## config.mk

```make
export PLATFORM = sky130hd
export DESIGN_NAME = ariane_axi_burst_splitter
export DESIGN_NICKNAME = d
export VERILOG_FILES = /design/src/rtl/ariane_axi_burst_splitter.sv
export SDC_FILE = /design/constraint.sdc
export NUM_CORES = 1
export LEC_CHECK = 0
export BUFFER_PORTS_ARGS = -buffer_cell sky130_fd_sc_hd__buf_2
export CORE_AREA = 2 2 279 281
export CTS_BUF_LIST = sky130_fd_sc_hd__clkbuf_2 sky130_fd_sc_hd__clkbuf_4 sky130_fd_sc_hd__clkbuf_8
export CTS_CLUSTER_DIAMETER = 50
export CTS_CLUSTER_SIZE = 24
export DETAILED_ROUTE_END_ITERATION = 8
export DIE_AREA = 0 0 281 283
export PLACE_DENSITY = 0.69
export SYNTH_ARGS = -nofsm -noshare
export SYNTH_HDL_FRONTEND = slang
export SYNTH_SLANG_ARGS = --single-unit
```

## constraint.sdc

```tcl
create_clock -name clk_i -period 24.9 [get_ports clk_i]
set_clock_uncertainty 0.15 [all_clocks]
set_input_delay 1.245 -clock clk_i [delete_from_list [all_inputs] [get_ports clk_i]]
set_output_delay 1.245 -clock clk_i [all_outputs]
set_load 0.005 [all_outputs]
```

## src/rtl/ariane_axi_burst_splitter.sv

```systemverilog
// Splits AXI4 bursts into single-beat transactions and merges the responses
// back into one burst-shaped response per upstream request.
module ariane_axi_burst_splitter #(
  parameter int unsigned AXI_ADDRESS_WIDTH = 64,
  parameter int unsigned AXI_DATA_WIDTH    = 64,
  parameter int unsigned AXI_ID_WIDTH      = 4,
  parameter int unsigned AXI_USER_WIDTH    = 1,
  parameter int unsigned ATTR_WIDTH        = 16 + AXI_USER_WIDTH
) (
  input  logic                          clk_i,
  input  logic                          rst_i,
  input  logic                          s_aw_valid,
  output logic                          s_aw_ready,
  input  logic [AXI_ID_WIDTH-1:0]       s_aw_id,
  input  logic [AXI_ADDRESS_WIDTH-1:0]  s_aw_addr,
  input  logic [7:0]                    s_aw_len,
  input  logic [2:0]                    s_aw_size,
  input  logic [1:0]                    s_aw_burst,
  input  logic [5:0]                    s_aw_atop,
  input  logic [ATTR_WIDTH-1:0]         s_aw_attr,
  input  logic                          s_w_valid,
  output logic                          s_w_ready,
  input  logic [AXI_DATA_WIDTH-1:0]     s_w_data,
  input  logic [AXI_DATA_WIDTH/8-1:0]   s_w_strb,
  input  logic                          s_w_last,
  output logic                          s_b_valid,
  input  logic                          s_b_ready,
  output logic [AXI_ID_WIDTH-1:0]       s_b_id,
  output logic [1:0]                    s_b_resp,
  input  logic                          s_ar_valid,
  output logic                          s_ar_ready,
  input  logic [AXI_ID_WIDTH-1:0]       s_ar_id,
  input  logic [AXI_ADDRESS_WIDTH-1:0]  s_ar_addr,
  input  logic [7:0]                    s_ar_len,
  input  logic [2:0]                    s_ar_size,
  input  logic [1:0]                    s_ar_burst,
  input  logic [ATTR_WIDTH-1:0]         s_ar_attr,
  output logic                          s_r_valid,
  input  logic                          s_r_ready,
  output logic [AXI_ID_WIDTH-1:0]       s_r_id,
  output logic [AXI_DATA_WIDTH-1:0]     s_r_data,
  output logic [1:0]                    s_r_resp,
  output logic                          s_r_last,
  output logic                          m_aw_valid,
  input  logic                          m_aw_ready,
  output logic [AXI_ID_WIDTH-1:0]       m_aw_id,
  output logic [AXI_ADDRESS_WIDTH-1:0]  m_aw_addr,
  output logic [7:0]                    m_aw_len,
  output logic [2:0]                    m_aw_size,
  output logic [1:0]                    m_aw_burst,
  output logic [5:0]                    m_aw_atop,
  output logic [ATTR_WIDTH-1:0]         m_aw_attr,
  output logic                          m_w_valid,
  input  logic                          m_w_ready,
  output logic [AXI_DATA_WIDTH-1:0]     m_w_data,
  output logic [AXI_DATA_WIDTH/8-1:0]   m_w_strb,
  output logic                          m_w_last,
  input  logic                          m_b_valid,
  output logic                          m_b_ready,
  input  logic [AXI_ID_WIDTH-1:0]       m_b_id,
  input  logic [1:0]                    m_b_resp,
  output logic                          m_ar_valid,
  input  logic                          m_ar_ready,
  output logic [AXI_ID_WIDTH-1:0]       m_ar_id,
  output logic [AXI_ADDRESS_WIDTH-1:0]  m_ar_addr,
  output logic [7:0]                    m_ar_len,
  output logic [2:0]                    m_ar_size,
  output logic [1:0]                    m_ar_burst,
  output logic [ATTR_WIDTH-1:0]         m_ar_attr,
  input  logic                          m_r_valid,
  output logic                          m_r_ready,
  input  logic [AXI_ID_WIDTH-1:0]       m_r_id,
  input  logic [AXI_DATA_WIDTH-1:0]     m_r_data,
  input  logic [1:0]                    m_r_resp,
  input  logic                          m_r_last
);

  typedef logic [AXI_ADDRESS_WIDTH-1:0] addr_t;
  typedef logic [AXI_ID_WIDTH-1:0]      id_t;
  typedef logic [ATTR_WIDTH-1:0]        attr_t;

  typedef enum logic [2:0] {
    W_IDLE, W_ADDR, W_DATA, W_RESP, W_BRSP
  } w_state_t;

  typedef enum logic [1:0] {
    R_IDLE, R_ADDR, R_DATA
  } r_state_t;

  // Address of the beat following cur; reserved burst type behaves as INCR.
  function automatic addr_t next_addr(
    input addr_t      cur,
    input logic [7:0] len,
    input logic [2:0] size,
    input logic [1:0] burst
  );
    addr_t sz;
    addr_t wsz;
    addr_t bnd;
    sz  = addr_t'(1) << size;
    wsz = (addr_t'(len) + addr_t'(1)) << size;
    bnd = cur & ~(wsz - addr_t'(1));
    unique case (burst)
      2'b00:   next_addr = cur;
      2'b10:   next_addr = bnd + ((cur + sz - bnd) & (wsz - addr_t'(1)));
      default: next_addr = (cur & ~(sz - addr_t'(1))) + sz;
    endcase
  endfunction

  w_state_t   w_state;
  w_state_t   w_next;
  id_t        aw_id_q;
  addr_t      aw_cur_q;
  logic [7:0] aw_len_q;
  logic [2:0] aw_size_q;
  logic [1:0] aw_burst_q;
  logic [5:0] aw_atop_q;
  attr_t      aw_attr_q;
  logic [7:0] w_cnt;
  logic [1:0] w_acc;

  r_state_t   r_state;
  r_state_t   r_next;
  id_t        ar_id_q;
  addr_t      ar_cur_q;
  logic [7:0] ar_len_q;
  logic [2:0] ar_size_q;
  logic [1:0] ar_burst_q;
  attr_t      ar_attr_q;
  logic [7:0] r_cnt;

  logic w_last_beat;
  logic r_last_beat;
  logic unused_ok;

  assign w_last_beat = (w_cnt == aw_len_q);
  assign r_last_beat = (r_cnt == ar_len_q);
  assign unused_ok   = ^{s_w_last, m_b_id, m_r_id, m_r_last};

  always_comb begin
    w_next     = w_state;
    s_aw_ready = 1'b0;
    m_aw_valid = 1'b0;
    s_w_ready  = 1'b0;
    m_w_valid  = 1'b0;
    m_b_ready  = 1'b0;
    s_b_valid  = 1'b0;
    unique case (w_state)
      W_IDLE: begin
        s_aw_ready = 1'b1;
        if (s_aw_valid) w_next = W_ADDR;
      end
      W_ADDR: begin
        m_aw_valid = 1'b1;
        if (m_aw_ready) w_next = W_DATA;
      end
      W_DATA: begin
        m_w_valid = s_w_valid;
        s_w_ready = m_w_ready;
        if (s_w_valid && m_w_ready) w_next = W_RESP;
      end
      W_RESP: begin
        m_b_ready = 1'b1;
        if (m_b_valid) w_next = w_last_beat ? W_BRSP : W_ADDR;
      end
      W_BRSP: begin
        s_b_valid = 1'b1;
        if (s_b_ready) w_next = W_IDLE;
      end
      default: w_next = W_IDLE;
    endcase
  end

  always_ff @(posedge clk_i) begin
    if (rst_i) begin
      w_state    <= W_IDLE;
      aw_id_q    <= '0;
      aw_cur_q   <= '0;
      aw_len_q   <= '0;
      aw_size_q  <= '0;
      aw_burst_q <= '0;
      aw_atop_q  <= '0;
      aw_attr_q  <= '0;
      w_cnt      <= '0;
      w_acc      <= 2'b00;
    end else begin
      w_state <= w_next;
      if (s_aw_valid && s_aw_ready) begin
        aw_id_q    <= s_aw_id;
        aw_cur_q   <= s_aw_addr;
        aw_len_q   <= s_aw_len;
        aw_size_q  <= s_aw_size;
        aw_burst_q <= s_aw_burst;
        aw_atop_q  <= s_aw_atop;
        aw_attr_q  <= s_aw_attr;
        w_cnt      <= '0;
      end
      // First non-OKAY sub-response is the one reported upstream.
      if (m_b_valid && m_b_ready) begin
        if (w_acc == 2'b00) w_acc <= m_b_resp;
        if (!w_last_beat) begin
          w_cnt    <= w_cnt + 8'd1;
          aw_cur_q <= next_addr(aw_cur_q, aw_len_q, aw_size_q, aw_burst_q);
        end
      end
      if (s_b_valid && s_b_ready) w_acc <= 2'b00;
    end
  end

  assign m_aw_id    = aw_id_q;
  assign m_aw_addr  = aw_cur_q;
  assign m_aw_len   = 8'd0;
  assign m_aw_size  = aw_size_q;
  assign m_aw_burst = aw_burst_q;
  assign m_aw_atop  = (w_cnt == 8'd0) ? aw_atop_q : 6'd0;
  assign m_aw_attr  = aw_attr_q;
  assign m_w_data   = s_w_data;
  assign m_w_strb   = s_w_strb;
  assign m_w_last   = 1'b1;
  assign s_b_id     = aw_id_q;
  assign s_b_resp   = w_acc;

  always_comb begin
    r_next     = r_state;
    s_ar_ready = 1'b0;
    m_ar_valid = 1'b0;
    s_r_valid  = 1'b0;
    m_r_ready  = 1'b0;
    unique case (r_state)
      R_IDLE: begin
        s_ar_ready = 1'b1;
        if (s_ar_valid) r_next = R_ADDR;
      end
      R_ADDR: begin
        m_ar_valid = 1'b1;
        if (m_ar_ready) r_next = R_DATA;
      end
      R_DATA: begin
        s_r_valid = m_r_valid;
        m_r_ready = s_r_ready;
        if (m_r_valid && s_r_ready) begin
          r_next = r_last_beat ? R_IDLE : R_ADDR;
        end
      end
      default: r_next = R_IDLE;
    endcase
  end

  always_ff @(posedge clk_i) begin
    if (rst_i) begin
      r_state    <= R_IDLE;
      ar_id_q    <= '0;
      ar_cur_q   <= '0;
      ar_len_q   <= '0;
      ar_size_q  <= '0;
      ar_burst_q <= '0;
      ar_attr_q  <= '0;
      r_cnt      <= '0;
    end else begin
      r_state <= r_next;
      if (s_ar_valid && s_ar_ready) begin
        ar_id_q    <= s_ar_id;
        ar_cur_q   <= s_ar_addr;
        ar_len_q   <= s_ar_len;
        ar_size_q  <= s_ar_size;
        ar_burst_q <= s_ar_burst;
        ar_attr_q  <= s_ar_attr;
        r_cnt      <= '0;
      end
      if (s_r_valid && s_r_ready && !r_last_beat) begin
        r_cnt    <= r_cnt + 8'd1;
        ar_cur_q <= next_addr(ar_cur_q, ar_len_q, ar_size_q, ar_burst_q);
      end
    end
  end

  assign m_ar_id    = ar_id_q;
  assign m_ar_addr  = ar_cur_q;
  assign m_ar_len   = 8'd0;
  assign m_ar_size  = ar_size_q;
  assign m_ar_burst = ar_burst_q;
  assign m_ar_attr  = ar_attr_q;
  assign s_r_id     = ar_id_q;
  assign s_r_data   = m_r_data;
  assign s_r_resp   = m_r_resp;
  assign s_r_last   = r_last_beat;

endmodule
```

==> results of run 1 <==
-- final timing paths --
path	startpoint	endpoint
worst max register to register	ar_len_q[0]$_SDFFE_PP0P_	m_ar_addr[62]$_SDFFE_PP0P_
worst max-delay path	ar_len_q[0]$_SDFFE_PP0P_	m_ar_addr[62]$_SDFFE_PP0P_
worst min-delay path	aw_atop_q[2]$_SDFFE_PP0P_	aw_atop_q[2]$_SDFFE_PP0P_
worst min register to register	aw_atop_q[2]$_SDFFE_PP0P_	aw_atop_q[2]$_SDFFE_PP0P_
-- cell type report --
type	instances	area [sq um]
antenna	9	22.52
clock inverter	31	354.1
multi-input combinational	3814	24320
clock buffer	43	579.3
sequential	225	4504
tap	1040	1301
inverter	216	810.8
timing repair buffer	466	2449
fill	7931	42360
-- kinds of logic after synthesis --
logic type | after synthesis | share of synthesized area [%]
compound gates | 1336 | 27.38
fa+ha+maj | 231 | 9.198
xor+xnor | 352 | 9.777
other cells | 2 | 0.02365
flops | 225 | 14.19
mux | 64 | 2.053
simple gates | 1814 | 27.81
buf+inv | 624 | 9.564
-- flip-flops by register name, summed over array words and instances (netlist names) --
| signal | cells |
|---|---|
| m_aw_attr | 17 |
| m_aw_addr | 64 |
| aw_len_q | 8 |
| w_state | 3 |
| m_ar_addr | 64 |
| r_state | 2 |
| m_aw_id | 4 |
| aw_atop_q | 6 |
| r_cnt | 8 |
| m_aw_size | 3 |
| m_ar_size | 3 |
| ar_len_q | 8 |
| m_aw_burst | 2 |
| m_ar_id | 4 |
| m_ar_burst | 2 |
| w_cnt | 8 |
| m_ar_attr | 17 |
| s_b_resp | 2 |
-- power groups by stage --
stage / sequential [uW] / clock (uW) / combinational, uW
6_report: 500 / 414 / 1610
5_1_grt: 507 / 438 / 1770
2_1_floorplan: 464 / 0 / 1230
3_3_place_gp: 503 / 0 / 1560
3_5_place_dp: 504 / 0 / 1570
4_1_cts: 496 / 426 / 1580
-- worst min-delay path, delay by kind of cell, from the launching register on --
family / cells / cell delay, ps
compound gates: 1 / 50
flops: 1 / 310
simple gates: 1 / 50
-- routing by layer --
layer | vias to the layer above | wire, um | track usage [%] | part of all wire [%]
met1 | 15977 | 47040 | 34.23 | 42
met3 | 231 | 9331 | 4.766 | 8.4
met2 | 1422 | 50680 | 43.60 | 45
met5 | - | 0 | 0 | 0
met4 | 0 | 4392 | 10.96 | 3.9
li1 | 16671 | - | - | -
-- through the flow --
stage | total power [uW] | worst slack, ps | hold WS, ps
after floorplan | 1694 | 16320 | 281.7
after global placement | 2062 | 14910 | 288.1
after detailed placement | 2077 | 14800 | 292.2
after CTS | 2505 | 14710 | 303.3
after global routing | 2713 | 13840 | 318.3
final | 2521 | 14510 | 300.9
-- cell usage in the layout, fill, tap and decap left out, types with 52 or more instances in the layout --
cell type  synthesis  routed
nand2_1          625     624
a21oi_1          434     434
buf_2             24     421
nor2_1           394     392
ha_1             227     227
dfxtp_1          225     225
o21ai_0          224     224
inv_1            215     215
xnor2_1          209     209
xor2_1           141     141
nand3_1          130     130
a21o_1           123     123
nor3_1           103     102
and2_1            98      97
a211oi_1          86      86
nand2b_1          81      80
and3_1            71      71
nor2b_1           70      68
mux2i_1           57      57
nand4_1           55      55
o211ai_1          52      52
==> run_results.csv, run 1 <==
group,metric,value,unit
grt,grt_pass1_wl,172500,um
synthesis,yosys-top-cells-area,"dfxtp_1 14%, ha_1 8.9%, nand2_1 7.4%",
setup_path,path_buf_inv,0,
setup_path,crit_fanout,15,
worst_hold_path,hp-class,"register to register",
synthesis,ys_async_sr_fraction,0,%
pwr,p_int,1274,uW
grt,grt_util_all_layers,26.62,%
timing,max_freq,0.09623,GHz
setup_path,worst-r2r-setup-slack,14510,ps
synthesis,synth_cell_types,117,
grt,antenna_found_initial,10,
clock_tree,clkTransAtPathRegs,70,ps
cells_and_area,area_delta_synth_final,8.173,%
place,place_congestion,0.9889,
clock_tree,cts_buffers,40,
worst_hold_path,min_delay_path_depth,2,
pwr,power_leakage,0.01584,uW
setup_path,reg2reg_depth,35,
setup_path,crit_path_top_delay_cell,"nor3_1",
routing,drtPass1Iterations,6,
setup_path,cp.required,25220,ps
clock_tree,numClockSinks,225,
routing,vias,34301,
floorplanning,row_count,102,
synthesis,synth_seq_cells,225,
clock_tree,clk_path_buf_depth,3,
synthesis,ys_warn_count,0,
place,post-dp-hpwl,85420,um
pwr,p_per_area,73.39,mW/mm^2
timing,maxSlewHeadroom,20.38,%
synthesis,synth_area_leader_cell,"dfxtp_1",
floorplanning,die_area,0.07952,sq mm
grt,grt_max_degree,94,
timing,finalCritPeriodShare,41.73,%
timing,tightestPinTransition,1191,ps
place,dp.cells,5761,
timing,drv_slew,0,
synthesis,synth.most_common_cell,"nand2_1",
clock_tree,cts_tree,"done",
clock_tree,ctsHoldBuffers,0,
place,port_buffers,422,
clock_tree,postCtsSetupBuffers,0,
setup_path,critPathLaunchType,"register",
floorplanning,start_util,41.40,%
routing,postRouteAntennaNets,0,
floorplanning,pin_count,726,
routing,wl_per_cell,19.07,um
routing,routed_wl,111400,um
clock_tree,post_cts_resized,0,
setup_path,crit_top_cell,"a311oi_1",
flow_run,cap_violations,0,
setup_path,cp_num_cells,35,
setup_path,worstSetupPathType,"register to register",
synthesis,synth_edf_count,0,
run_status,status,"finished, final reports clean",
pwr,comb_power_share,63.7,%
timing,setup_tns,0,ps
cells_and_area,fin_area,0.03435,sq mm
synthesis,synthesis.area,0.03175,sq mm
pwr,p_switching,1246,uW
synthesis,yosysTopAreaCellShare,14.19,%
synthesis,ys_seq_area_share,14.19,%
timing,min_period,10390,ps
grt,grt_pass1_vias,31327,
floorplanning,fp.dieW,281,um
place,dpl_cell_area,0.03339,sq mm
pwr,vdd_drop_max,48.09,uV
cells_and_area,drive_gt1_share,13.20,%
timing,finalHoldViolations,0,
setup_path,max_stage_delay,860,ps
setup_path,end_kind,"register",
routing,drt-initial-drc-count,3039,
synthesis,avgSynthCellArea,6.831,sq um
timing,rsz0062_at_grt,"no",
grt,globalRouteOverflowTotal,0,
synthesis,synth_flop_cell,"dfxtp_1",
setup_path,arrival,10710,ps
cells_and_area,fin_cells,5844,
pwr,p_seq_share,19.8,%
pwr,switching_share,49.44,%
routing,via_per_inst,5.869,
timing,setup_violations,0,
floorplanning,design.core.area,0.07670,sq mm
synthesis,syn_inst,4648,
pwr,clkPwrFrac,16.4,%
cells_and_area,final_util,44.78,%
clock_tree,clockRootBuffer,"clkbuf_8",
synthesis,synth_common_cells,"625 x nand2_1, 434 x a21oi_1, 394 x nor2_1",
clock_tree,htree_levels,2,
floorplanning,die_y,283,um
clock_tree,clk_latency,640,ps
setup_path,crit_family,"compound AO/OA/AOI/OAI gates",
routing,drcViolationCount,0,
cells_and_area,nets,5358,
Note: power is estimated with default switching activity, not from simulation.
==> inputs of run 2 (changes only) <==
==> constraint.sdc (replaced) <==
create_clock -name clk_i -period 9.6 [get_ports clk_i]
set_clock_uncertainty 0.15 [all_clocks]
set_input_delay 0.48 -clock clk_i [delete_from_list [all_inputs] [get_ports clk_i]]
set_output_delay 0.48 -clock clk_i [all_outputs]
set_load 0.005 [all_outputs]
==> run 2 against run 1 <==
  * Final area increased by 5.6%
  * Wire length grew 3.3%
  * Sequential power rose to 2.6 times the previous value
  * Worst hold slack worse by 250 ps
  * Sequential share of layout area fell by 0.69 points
  * Combinational power increased to 2.7 times the previous value
  * Final cell count up 3.4%
==> run_results.csv, run 2 (synthesized netlist as in run 1, its figures left out) <==
group,metric,value,unit
place,post-dp-hpwl,87300,um
floorplanning,start_util,41.40,%
clock_tree,cts_tree,"done",
clock_tree,clk_latency,640,ps
place,place_ws,349.6,ps
setup_path,crit_top_cell,"a21oi_1",
clock_tree,clk_path_buf_depth,3,
timing,finalCritPeriodShare,93.65,%
timing,drv_slew,0,
place,port_buffers,422,
clock_tree,clockRootBuffer,"clkbuf_8",
timing,tightestPinTransition,1219,ps
grt,grt_pass1_wl,179000,um
timing,fin_hold_ws,54.66,ps
worst_hold_path,hp-class,"input pin to register",
cells_and_area,nets,5559,
routing,postRouteAntennaNets,0,
floorplanning,die_y,283,um
grt,grt_util_all_layers,27.64,%
setup_path,critPathLaunchType,"register",
routing,wl_per_cell,19.06,um
setup_path,cp.required,9990,ps
pwr,comb_power_share,64.7,%
setup_path,end_kind,"register",
setup_path,crit_family,"compound AO/OA/AOI/OAI gates",
routing,routed_wl,115200,um
pwr,vdd_drop_max,174.1,uV
timing,min_period,8991,ps
routing,vias,35198,
clock_tree,cts_buffers,41,
timing,maxSlewHeadroom,18.01,%
grt,antenna_found_initial,10,
timing,finalHoldViolations,0,
clock_tree,numClockSinks,225,
routing,drcViolationCount,0,
pwr,p_seq_share,19.4,%
cells_and_area,layout_common_cells,"624 x nand2_1, 434 x a21oi_1, 421 x buf_2",
pwr,p_switching,3268,uW
timing,worst_slack,609.4,ps
setup_path,worstSetupPathType,"register to register",
place,place_congestion,0.9964,
grt,grt_max_degree,70,
timing,setup_violations,0,
floorplanning,die_area,0.07952,sq mm
setup_path,arrival,9380,ps
grt,grt_pass1_vias,32782,
cells_and_area,layout_commonest_cell,"nand2_1",
setup_path,path_buf_inv,2,
setup_path,crit_path_top_delay_cell,"or4_1",
pwr,switching_share,48.74,%
floorplanning,design.core.area,0.07670,sq mm
floorplanning,row_count,102,
routing,drtPass1Iterations,6,
floorplanning,pin_count,726,
setup_path,crit_fanout,15,
pwr,clkPwrFrac,15.9,%
run_status,status,"finished, final reports clean",
grt,globalRouteOverflowTotal,0,
setup_path,max_stage_delay,470,ps
routing,via_per_inst,5.824,
cells_and_area,drive_gt1_share,14.27,%
cells_and_area,area_delta_synth_final,14.28,%
timing,max_freq,0.1112,GHz
clock_tree,clkTransAtPathRegs,80,ps
pwr,power_leakage,0.01674,uW
pwr,p_int,3437,uW
flow_run,cap_violations,0,
floorplanning,fp.dieW,281,um
pwr,p_per_area,184.8,mW/mm^2
clock_tree,htree_levels,2,
routing,drt-initial-drc-count,2725,
cells_and_area,final_util,47.31,%
[run 2: cell types whose count changed in the layout (fill, tap and decap cells not counted), moves of 3 or more]
cell	previous run	this run
buf_4	44	103
clkbuf_8	41	44
clkinv_4	4	7
clkinv_8	3	0
dfxtp_1	225	221
dfxtp_2	0	4
dlygate4sd3_1	0	140
inv_6	6	9
inv_8	6	1
[run 2: what timing repair did]
| item | 4_1_cts | 5_1_grt |
|---|---|---|
| setup endpoints to repair | 0 | 21 |
| hold endpoints to repair | 140 | 0 |
| gates resized for setup | 0 | 21 |
| buffers inserted | 0 | 5 |
| hold buffers | 140 | 0 |
[run 2: power by group through the flow]
stage	clock network (uW)	logic, uW	registers [uW]
6_report	1070	4340	1300
5_1_grt	1130	4770	1310
2_1_floorplan	0	3190	1200
4_1_cts	1090	4250	1280
3_3_place_gp	0	4140	1300
3_5_place_dp	0	4180	1300
[run 2: worst min-delay path, stage by stage]
cell and delay, ps:
buf_2 100, nor2_1 120, a2111oi_0 70
[run 2: final timing paths]
kind,startpoint,end,slack [ps],depth (start not counted)
worst max register to register,ar_len_q[1]$_SDFFE_PP0P_,m_ar_addr[52]$_SDFFE_PP0P_,610,39
worst min register to register,aw_atop_q[2]$_SDFFE_PP0P_,aw_atop_q[2]$_SDFFE_PP0P_,300,2
worst min-delay path,s_aw_addr[35],m_aw_addr[35]$_SDFFE_PP0P_,50,3
worst max-delay path,ar_len_q[1]$_SDFFE_PP0P_,m_ar_addr[52]$_SDFFE_PP0P_,610,39
[run 2: metrics by stage]
step                      cells  total power (uW)  TNS, ps  cell area (sq um)
after global placement     5816              5441        0              33820
after global routing       6043              7211   -34.77              36280
after floorplan            4663              4394        0              31810
after detailed placement   5816              5482        0              33820
after CTS                  6032              6627        0              36140
final                      6044              6705        0              36280
[run 2: cell type report]
type / count / area, sq um
Tap cell: 1040 / 1301
Antenna cell: 7 / 17.52
Inverter: 216 / 810.8
Sequential cell: 225 / 4509
Clock inverter: 31 / 311.5
Multi-Input combinational cell: 3814 / 24410
Fill cell: 7779 / 40420
Timing Repair Buffer: 666 / 4313
Clock buffer: 45 / 613.1
[run 2: layer usage]
| layer | vias up | track usage, % | routed length [um] |
|---|---|---|---|
| met4 | 6 | 11.52 | 4980 |
| li1 | 17040 | - | - |
| met5 | - | 0 | 35 |
| met2 | 1506 | 45.67 | 52260 |
| met3 | 283 | 5.030 | 9315 |
| met1 | 16363 | 35.14 | 48590 |
